## src/rtl/regfile_pkg.sv

```systemverilog
`default_nettype none
// +--------------------------------------------------------------------------+
// | Module   : regfile_pkg                                                    |
// | Brief    : Shared types and helpers for the parametrised register file.  |
// | Revision : 1.0  initial release                                           |
// +--------------------------------------------------------------------------+
package regfile_pkg;

    typedef enum logic [1:0] {
        IDLE  = 2'd0,
        SWEEP = 2'd1,
        DONE  = 2'd2
    } clr_state_t;

    function automatic int clog2(input int value);
        int res;
        res = 0;
        for (int i = 0; i < 31; i++) begin
            if ((1 << i) < value) res = i + 1;
        end
        return res;
    endfunction

endpackage
`default_nettype wire

```

## src/rtl/regfile_clr_fsm.sv

```systemverilog
`default_nettype none
// +--------------------------------------------------------------------------+
// | Module   : regfile_clr_fsm                                                |
// | Brief    : Sequenced clear engine, one register zeroed per cycle.         |
// | Revision : 1.0  initial release                                           |
// +--------------------------------------------------------------------------+
module regfile_clr_fsm
    import regfile_pkg::*;
#(
    parameter int DEPTH = 8,
    parameter int AW    = 3
) (
    input  logic          clk,
    input  logic          reset,
    input  logic          i_clr_req,
    output logic          o_clr_busy,
    output logic          o_clr_done,
    output logic          o_clr_we,
    output logic [AW-1:0] o_clr_adr
);

    localparam logic [AW-1:0] c_LAST = AW'(DEPTH - 1);

    clr_state_t    r_state;
    logic [AW-1:0] r_cnt;
    logic          r_busy;
    logic          r_done;

    always_ff @(posedge clk or negedge reset) begin
        if (!reset) begin
            r_state <= IDLE;
            r_cnt   <= '0;
            r_busy  <= 1'b0;
            r_done  <= 1'b0;
        end else begin
            case (r_state)
                IDLE: begin
                    r_done <= 1'b0;
                    if (i_clr_req) begin
                        r_state <= SWEEP;
                        r_cnt   <= '0;
                        r_busy  <= 1'b1;
                    end
                end
                SWEEP: begin
                    // cnt holds at the last address rather than wrapping
                    if (r_cnt == c_LAST) begin
                        r_state <= DONE;
                        r_busy  <= 1'b0;
                        r_done  <= 1'b1;
                    end else begin
                        r_cnt <= r_cnt + 1'b1;
                    end
                end
                DONE: begin
                    r_done  <= 1'b0;
                    r_state <= IDLE;
                end
                default: begin
                    r_state <= IDLE;
                    r_busy  <= 1'b0;
                    r_done  <= 1'b0;
                end
            endcase
        end
    end

    assign o_clr_busy = r_busy;
    assign o_clr_done = r_done;
    assign o_clr_we   = r_busy;
    assign o_clr_adr  = r_cnt;

endmodule
`default_nettype wire

```

## src/rtl/regfile_param.sv

```systemverilog
`default_nettype none
// +--------------------------------------------------------------------------+
// | Module   : regfile_param                                                  |
// | Brief    : 1W/2R register file with bypass, scoreboard and clear engine.  |
// | Revision : 1.0  initial release                                           |
// +--------------------------------------------------------------------------+
module regfile_param
    import regfile_pkg::*;
#(
    parameter int WIDTH    = 16,
    parameter int DEPTH    = 8,
    parameter int READ_REG = 0,
    parameter int BYPASS   = 1,
    parameter int ZERO_REG = 0,
    localparam int AW      = clog2(DEPTH)
) (
    input  logic             clk,
    input  logic             reset,
    input  logic             we,
    output logic             w_rdy,
    input  logic [AW-1:0]    W_Adr,
    input  logic [WIDTH-1:0] W,
    input  logic [AW-1:0]    R_Adr,
    input  logic [AW-1:0]    S_Adr,
    output logic [WIDTH-1:0] R,
    output logic [WIDTH-1:0] S,
    input  logic             rsv_en,
    input  logic [AW-1:0]    rsv_adr,
    output logic             R_pend,
    output logic             S_pend,
    input  logic             clr_req,
    output logic             clr_busy,
    output logic             clr_done
);

    logic [WIDTH-1:0] r_mem [DEPTH];
    logic [DEPTH-1:0] r_pend;
    logic [DEPTH-1:0] w_pend_nxt;
    logic             w_clr_busy;
    logic             w_clr_done;
    logic             w_clr_we;
    logic [AW-1:0]    w_clr_adr;
    logic             w_wr_eff;
    logic             w_rsv_eff;

    regfile_clr_fsm #(
        .DEPTH (DEPTH),
        .AW    (AW)
    ) u_clr_fsm (
        .clk        (clk),
        .reset      (reset),
        .i_clr_req  (clr_req),
        .o_clr_busy (w_clr_busy),
        .o_clr_done (w_clr_done),
        .o_clr_we   (w_clr_we),
        .o_clr_adr  (w_clr_adr)
    );

    assign w_rdy    = ~w_clr_busy;
    assign clr_busy = w_clr_busy;
    assign clr_done = w_clr_done;

    // Accepted writes to a hardwired-zero register are treated as no-ops everywhere
    assign w_wr_eff  = we && !w_clr_busy && !((ZERO_REG != 0) && (W_Adr == '0));
    assign w_rsv_eff = rsv_en && !((ZERO_REG != 0) && (rsv_adr == '0));

    always_ff @(posedge clk or negedge reset) begin
        if (!reset) begin
            for (int i = 0; i < DEPTH; i++) r_mem[i] <= '0;
        end else if (w_clr_we) begin
            r_mem[w_clr_adr] <= '0;
        end else if (w_wr_eff) begin
            r_mem[W_Adr] <= W;
        end
    end

    if (READ_REG != 0) begin : g_rd_reg
        logic [WIDTH-1:0] r_r;
        logic [WIDTH-1:0] r_s;
        logic [WIDTH-1:0] w_r_nxt;
        logic [WIDTH-1:0] w_s_nxt;

        // Write-first: whatever lands in the addressed register this edge is returned
        always_comb begin
            w_r_nxt = r_mem[R_Adr];
            w_s_nxt = r_mem[S_Adr];
            if (w_clr_we && (w_clr_adr == R_Adr)) w_r_nxt = '0;
            if (w_clr_we && (w_clr_adr == S_Adr)) w_s_nxt = '0;
            if (w_wr_eff && (W_Adr == R_Adr)) w_r_nxt = W;
            if (w_wr_eff && (W_Adr == S_Adr)) w_s_nxt = W;
        end

        always_ff @(posedge clk or negedge reset) begin
            if (!reset) begin
                r_r <= '0;
                r_s <= '0;
            end else begin
                r_r <= w_r_nxt;
                r_s <= w_s_nxt;
            end
        end

        assign R = r_r;
        assign S = r_s;
    end else begin : g_rd_comb
        always_comb begin
            R = r_mem[R_Adr];
            S = r_mem[S_Adr];
            if ((BYPASS != 0) && w_wr_eff && (W_Adr == R_Adr)) R = W;
            if ((BYPASS != 0) && w_wr_eff && (W_Adr == S_Adr)) S = W;
        end
    end

    // Reservation applied after write-clear so a same-edge new producer stays pending
    always_comb begin
        w_pend_nxt = r_pend;
        if (w_wr_eff) w_pend_nxt[W_Adr] = 1'b0;
        if (w_rsv_eff) w_pend_nxt[rsv_adr] = 1'b1;
        if (w_clr_done) w_pend_nxt = '0;
    end

    always_ff @(posedge clk or negedge reset) begin
        if (!reset) r_pend <= '0;
        else        r_pend <= w_pend_nxt;
    end

    assign R_pend = r_pend[R_Adr];
    assign S_pend = r_pend[S_Adr];

endmodule
`default_nettype wire

```

## config.mk

```make
export PLATFORM = sky130hd
export DESIGN_NAME = regfile_param
export DESIGN_NICKNAME = d
export VERILOG_FILES = /design/src/rtl/regfile_pkg.sv /design/src/rtl/regfile_clr_fsm.sv /design/src/rtl/regfile_param.sv
export SDC_FILE = /design/constraint.sdc
export NUM_CORES = 1
export LEC_CHECK = 0
export ABC_AREA = 0
export CORE_MARGIN = 3
export CORE_UTILIZATION = 59
export CTS_CLUSTER_SIZE = 24
export DETAILED_ROUTE_END_ITERATION = 12
export GPL_ROUTABILITY_DRIVEN = 1
export PLACE_DENSITY = 0.81
export SYNTH_ARGS = -nofsm -noshare
export SYNTH_HDL_FRONTEND = slang
export SYNTH_SLANG_ARGS = --single-unit
```

## constraint.sdc

```tcl
create_clock -name clk -period 2.8 [get_ports clk]
set_input_delay 0.56 -clock clk [delete_from_list [all_inputs] [get_ports clk]]
set_output_delay 0.56 -clock clk [all_outputs]
set_load 0.01 [all_outputs]
```

==> impl_results.md, run 1 <==
- Dpl hpwl: 14.95 mm
- Mapped Cells: 555
- Syn nets: 590
- Max-Cap Viols: 0
- Ports: 70
- Largest net degree at the start of global routing: 74
- Hold_ws: 0.1375 ns
- Number of synthesized flops with an enable pin: 0
- Mean Syn Cell Area: 14.61 um^2
- Final WS setup: 0.04358 ns
- Critical path launch point type: input pin
- Final setup vio count: 0
- CTS Buffer Depth: 2
- Final Hold Fails: 0
- Worst Path Max Fanout: 6
- Seq/Total Area, Yosys: 44.12%
- DR vias: 6,378
- Die Ht: 123.2 um
- Outcome: finished, final reports clean
- Vias per cell: 7.442
- First-pass GRT wire length: 38.26 mm
- Final period utilization: 98.44%
- CTS root buf: clkbuf_16
- Worst-Skew Late Latency: 0.43 ns
- Slew @ Worst Pin: 0.6773 ns
- GRT Util Overall: 34.48%
- Residual DRC count: 0
- GPL Wtd Cong: 0.8231
- Die area: 0.01519 mm^2
- Slew Limit Fails: 0
- Nets: 703
- Worst VDD drop: 0.8813 mV
- CTS buffer count: 17
- Row Count: 42
- Chip width: 123.2 um
- Setup WS pre-CTS: -0.5385 ns
- Initial antenna violation count: 0
- Synth Flop Type: dfrtp_1
- Gr ovfl total: 0
- TritonCTS clock tree: yes
- Initial DRC Count: 946
- DR pass1 iterations: 5
- Count of different cell masters after synthesis: 35
- Initial Util: 60.76%
- Final Skew: 0.006299 ns
- Setup CP Type: input pin to primary output
- Slew margin rel.: 54.85%
- FF+latch count, synth: 143
- Power density cells: 881.3 mW/mm^2
- Final core utilization: 76.31%
- Final min period: 2.756 ns
- Avg WL per Cell: 29.16 um
- CTS Sinks: 143
- PortBufs: 69
- Yosys warning total: 0
- Final setup TNS: 0 ns
- Leakage power: 4.929 nW
- CTS H-Tree Depth: 4
- Endpoint class of the critical path: primary output
- Ys async rst share: 100.0%
- HP Class: input pin to asynchronous set/reset pin
- Vias in the first global route: 6,626
- CTS clock-pin slew for the worst setup and hold paths: 0.06 ns
- Max Freq: 362.8 MHz
- Diode count: 0
- Final ANT Viol Nets: 0
- Synth-to-Final Area Change: 25.59%
- RSZ-0062 raised after global routing: false
- Synthesized area: 0.008110 mm^2
- WP data arrival: 2.20 ns
- Worst Path Required: 2.24 ns
- Core footprint: 0.01335 mm^2
- Final WL: 24.99 mm
- Fraction of layout cells with a size suffix above 1: 36.86%
report_power, final:
group | internal (mW) | switching [mW] | total, mW
Sequential | 2.80 | 0.680 | 3.48
Combinational | 1.85 | 1.35 | 3.19
Clock | 1.38 | 0.921 | 2.30
Total | 6.03 | 2.95 | 8.98
path summary, 6_finish.rpt:
check,startpoint,end,slack (ns),cells after the start
hold / removal,reset,r_mem[124]$_DFFE_PN0P_,0.14,1
hold reg to reg,r_mem[103]$_DFFE_PN0P_,r_mem[103]$_DFFE_PN0P_,0.52,1
setup / recovery,R_Adr[0],R[11],0.04,7
max in group asynchronous,reset,r_mem[113]$_DFFE_PN0P_,1.92,2
min in group clk,r_mem[103]$_DFFE_PN0P_,r_mem[103]$_DFFE_PN0P_,0.52,1
setup reg to reg,u_clr_fsm.o_clr_busy$_DFFE_PN0P_,r_mem[25]$_DFFE_PN0P_,0.88,5
stage by stage:
stage	cells	total power [mW]	instance area, um^2
4_1_cts	857	8.860	10160
3_5_place_dp	808	6.601	9301
6_report	857	8.977	10190
2_1_floorplan	555	5.297	8110
5_1_grt	857	9.331	10190
3_3_place_gp	808	6.409	9301
synth_stat cells (2+ instances only):
cell	count	area share, %
or3b_1	2	0.22
nor2b_1	4	0.31
nand2_1	9	0.42
mux2_4	20	3.7
mux4_2	25	6.9
mux4_1	43	14
o21ai_0	13	0.80
nand4_1	3	0.23
o32a_1	6	0.74
dfrtp_1	143	44
xnor2_1	6	0.65
inv_1	4	0.19
clkbuf_1	20	0.93
a22o_1	128	14
buf_4	2	0.19
buf_2	15	0.93
nand2b_1	4	0.31
ha_1	2	0.31
a21oi_1	10	0.62
mux2_2	46	6.4
buf_12	4	0.99
buf_6	5	0.69
nand3_1	4	0.25
nor2_1	7	0.32
buf_1	16	0.74
nor2_2	4	0.31
o22a_1	2	0.22
sequential cells by signal (all words and copies together) (netlist names):
signal	count
r_mem	128
r_pend	8
u_clr_fsm.o_clr_busy	1
u_clr_fsm.r_state	2
u_clr_fsm.o_clr_adr	3
u_clr_fsm.o_clr_done	1
cell type report:
type	count	area [um^2]
Fill cell	777	3162
Timing Repair Buffer	156	1582
Clock inverter	12	135.1
Tap cell	176	220.2
Inverter	4	15.01
Multi-Input combinational cell	346	4189
Sequential cell	143	3578
Clock buffer	20	466.7
layout by cell type (no fill, tap or decap), types with 6 or more instances in the layout:
cell             instances
a21oi_1                 10
mux2_2                  46
o32a_1                   6
mux2_4                  20
buf_6                   12
clkdlybuf4s15_1          6
mux4_2                  26
buf_12                  13
dlygate4sd2_1            7
dfrtp_1                143
nor2_1                   7
a22o_1                 128
buf_4                   61
clkinvlp_4               7
nand2_1                  9
clkbuf_16               17
mux4_1                  42
buf_2                   19
clkdlybuf4s50_1         24
o21ai_0                 13
logic make-up (layout without fill, tap and decap cells):
logic type,after synthesis,in the layout,share of synthesized area [%]
compound gates,161,161,16.38
flops,143,143,44.12
mux,134,134,30.96
buf+inv,66,192,4.643
simple gates,43,43,2.931
xor+xnor,6,6,0.6479
fa+ha+maj,2,2,0.3085
worst max-delay path, stage by stage:
cell,delay (ns)
buf_12,0.13
buf_12,0.14
buf_4,0.13
mux4_1,0.55
mux2_2,0.28
mux2_4,0.25
buf_2,0.14
metal layers:
metal	wire length [um]	up-vias	GRT usage, %
met1	9424	3288	44.98
met5	0	-	0
li1	-	2501	-
met2	12050	478	54.37
met3	2448	111	8.966
met4	1067	0	16.54
timing repair:
| item | 4_1_cts | 5_1_grt |
|---|---|---|
| buffers inserted | 11 | 0 |
| gates resized for setup | 146 | 25 |
| gates cloned | 7 | 0 |
| hold buffers | 0 | 0 |
| endpoints found under the setup margin | 34 | 24 |
| pin swaps | 1 | 2 |
Power figures use the tool's default switching activity.
==> inputs of run 2 (changes only) <==
--- a/config.mk
+++ b/config.mk
@@ -11,6 +11,7 @@
 export CTS_CLUSTER_SIZE = 24
 export DETAILED_ROUTE_END_ITERATION = 12
 export GPL_ROUTABILITY_DRIVEN = 1
+export HOLD_SLACK_MARGIN = 0.02
 export PLACE_DENSITY = 0.81
 export SYNTH_ARGS = -nofsm -noshare
 export SYNTH_HDL_FRONTEND = slang
==> constraint.sdc (replaced) <==
create_clock -name clk -period 2.8 [get_ports clk]
set_input_delay 0.28 -clock clk [delete_from_list [all_inputs] [get_ports clk]]
set_output_delay 0.28 -clock clk [all_outputs]
set_load 0.01 [all_outputs]
==> impl_results.md, run 2 (synthesis results as in run 1) <==
- Reg power frac: 38.7%
- CTS buffer count: 17
- Final min period: 2.745 ns
- Leakage power: 4.804 nW
- Max Freq: 364.2 MHz
- Gr ovfl total: 0
- Vias in the first global route: 6,478
- TritonCTS clock tree: yes
- Worst Path Max Fanout: 12
- GPL Wtd Cong: 0.8541
- WP data arrival: 2.47 ns
- Clk pwr share: 26.2%
- Vias per cell: 7.465
- Final setup TNS: 0 ns
- Core footprint: 0.01335 mm^2
- Final ANT Viol Nets: 0
- Largest net degree at the start of global routing: 67
- Fraction of layout cells with a size suffix above 1: 26.53%
- Slew margin rel.: 29.84%
- Outcome: finished, final reports clean
- Sw power: 2.812 mW
- CTS Sinks: 143
- GRT Util Overall: 33.33%
- Initial antenna violation count: 0
- Worst Path Required: 2.52 ns
- DR pass1 iterations: 6
- Slew @ Worst Pin: 1.051 ns
- Nets: 661
- Tot Pwr: 8.968 mW
- HP Class: input pin to asynchronous set/reset pin
- Max-Cap Viols: 0
- Final setup vio count: 0
- GR Layer Usage met1: 40.11%
- Internal: 6.156 mW
- Diode count: 0
- Met3 Use GR: 10.75%
- Final WL: 23.62 mm
- Die Ht: 123.2 um
- Synth-to-Final Area Change: 20.53%
- PortBufs: 69
- Worst-Skew Late Latency: 0.42 ns
- Setup WS pre-CTS: -0.01305 ns
- CTS H-Tree Depth: 4
- DR vias: 6,069
- CTS root buf: clkbuf_16
- CTS Buffer Depth: 2
- Slew Limit Fails: 0
- GR Util met2: 53.38%
- Most frequent cells in the layout: dfrtp_1 (143), a22o_1 (128), clkdlybuf4s50_1 (52), mux2_2 (46), mux4_1 (43)
- Initial DRC Count: 638
- Final Skew: 0.003626 ns
- Final period utilization: 98.05%
- Die area: 0.01519 mm^2
- Endpoint class of the critical path: primary output
- Critical path launch point type: input pin
- Avg WL per Cell: 29.05 um
- CTS clock-pin slew for the worst setup and hold paths: 0.06 ns
- Dpl hpwl: 14.61 mm
- Max reg flops: 128
- Final WS setup: 0.05462 ns
- Residual DRC count: 0
- Busiest grt layer: met2
- Row Count: 42
- Setup CP Type: input pin to primary output
- Final Hold Fails: 0
- Commonest non-fill, non-tap cell in the layout: dfrtp_1
- Ports: 70
- First-pass GRT wire length: 36.93 mm
- Initial Util: 60.76%
- Largest register by flop count: r_mem
- Power density cells: 917.4 mW/mm^2
- Worst VDD drop: 0.6567 mV
- Chip width: 123.2 um
- Dpl cell area: 0.009104 mm^2
- Switching Fraction: 31.36%
- Design Area, Final: 0.009776 mm^2
- Part of the power in combinational logic: 35.1%
## run 2: worst max-delay path: stages
cell	delay [ns]
clkdlybuf4s50_1	0.50
buf_12	0.16
buf_4	0.17
mux4_1	0.31
mux2_2	0.29
mux2_4	0.27
clkdlybuf4s50_1	0.48
## run 2: routing by layer
metal,vias up,part of all wire (%)
li1,2417,-
met1,3047,36
met3,119,10
met5,-,0
met2,486,49
met4,0,5.3
## run 2: path summary, 6_finish.rpt
check                                                      start                                to  slack, ns  depth (start not counted)
worst max-delay path                                    S_Adr[1]                             S[14]       0.05                          7
worst min-delay path                                       reset            r_mem[110]$_DFFE_PN0P_       0.43                          2
worst max register to register  u_clr_fsm.o_clr_busy$_DFFE_PN0P_             r_mem[80]$_DFFE_PN0P_       0.71                          3
worst min register to register             r_mem[40]$_DFFE_PN0P_             r_mem[40]$_DFFE_PN0P_       0.52                          1
max in group asynchronous                                  reset             r_mem[56]$_DFFE_PN0P_       1.57                          3
min in group clk                                         clr_req  u_clr_fsm.o_clr_busy$_DFFE_PN0P_       0.49                          3
## run 2: repair_timing
action                                  CTS  global route
hold buffers                              1             0
hold endpoints to repair                 64             0
pin swaps                                 0             0
buffers inserted                          0             2
resized for setup                         1            14
endpoints found under the setup margin    4            21
## run 2: area by class of cell
cell class	instances	area, um^2
clock buffer	25	505.5
clock inverter	5	102.6
fill	850	3572
inverter	4	15.01
multi-input combinational	346	4155
sequential	143	3578
tap	176	220.2
timing repair buffer	114	1199
## run 2: power groups by stage
stage | sequential [mW] | combinational [mW] | clock [mW]
2_1_floorplan | 3.19 | 2.11 | 0
3_3_place_gp | 3.34 | 2.99 | 0
3_5_place_dp | 3.44 | 3.10 | 0
4_1_cts | 3.43 | 3.15 | 2.36
5_1_grt | 3.54 | 3.35 | 2.45
6_report | 3.47 | 3.15 | 2.35
## run 2: metrics by stage
stage               hold WS [ns]  std cells  util, %
finish                    0.4334        813    73.24
global route              0.4813        813    73.24
CTS                       0.4507        811    72.86
detailed placement        0.3309        780    68.20
global placement          0.3178        780    68.20
floorplan               -0.01559        555        -
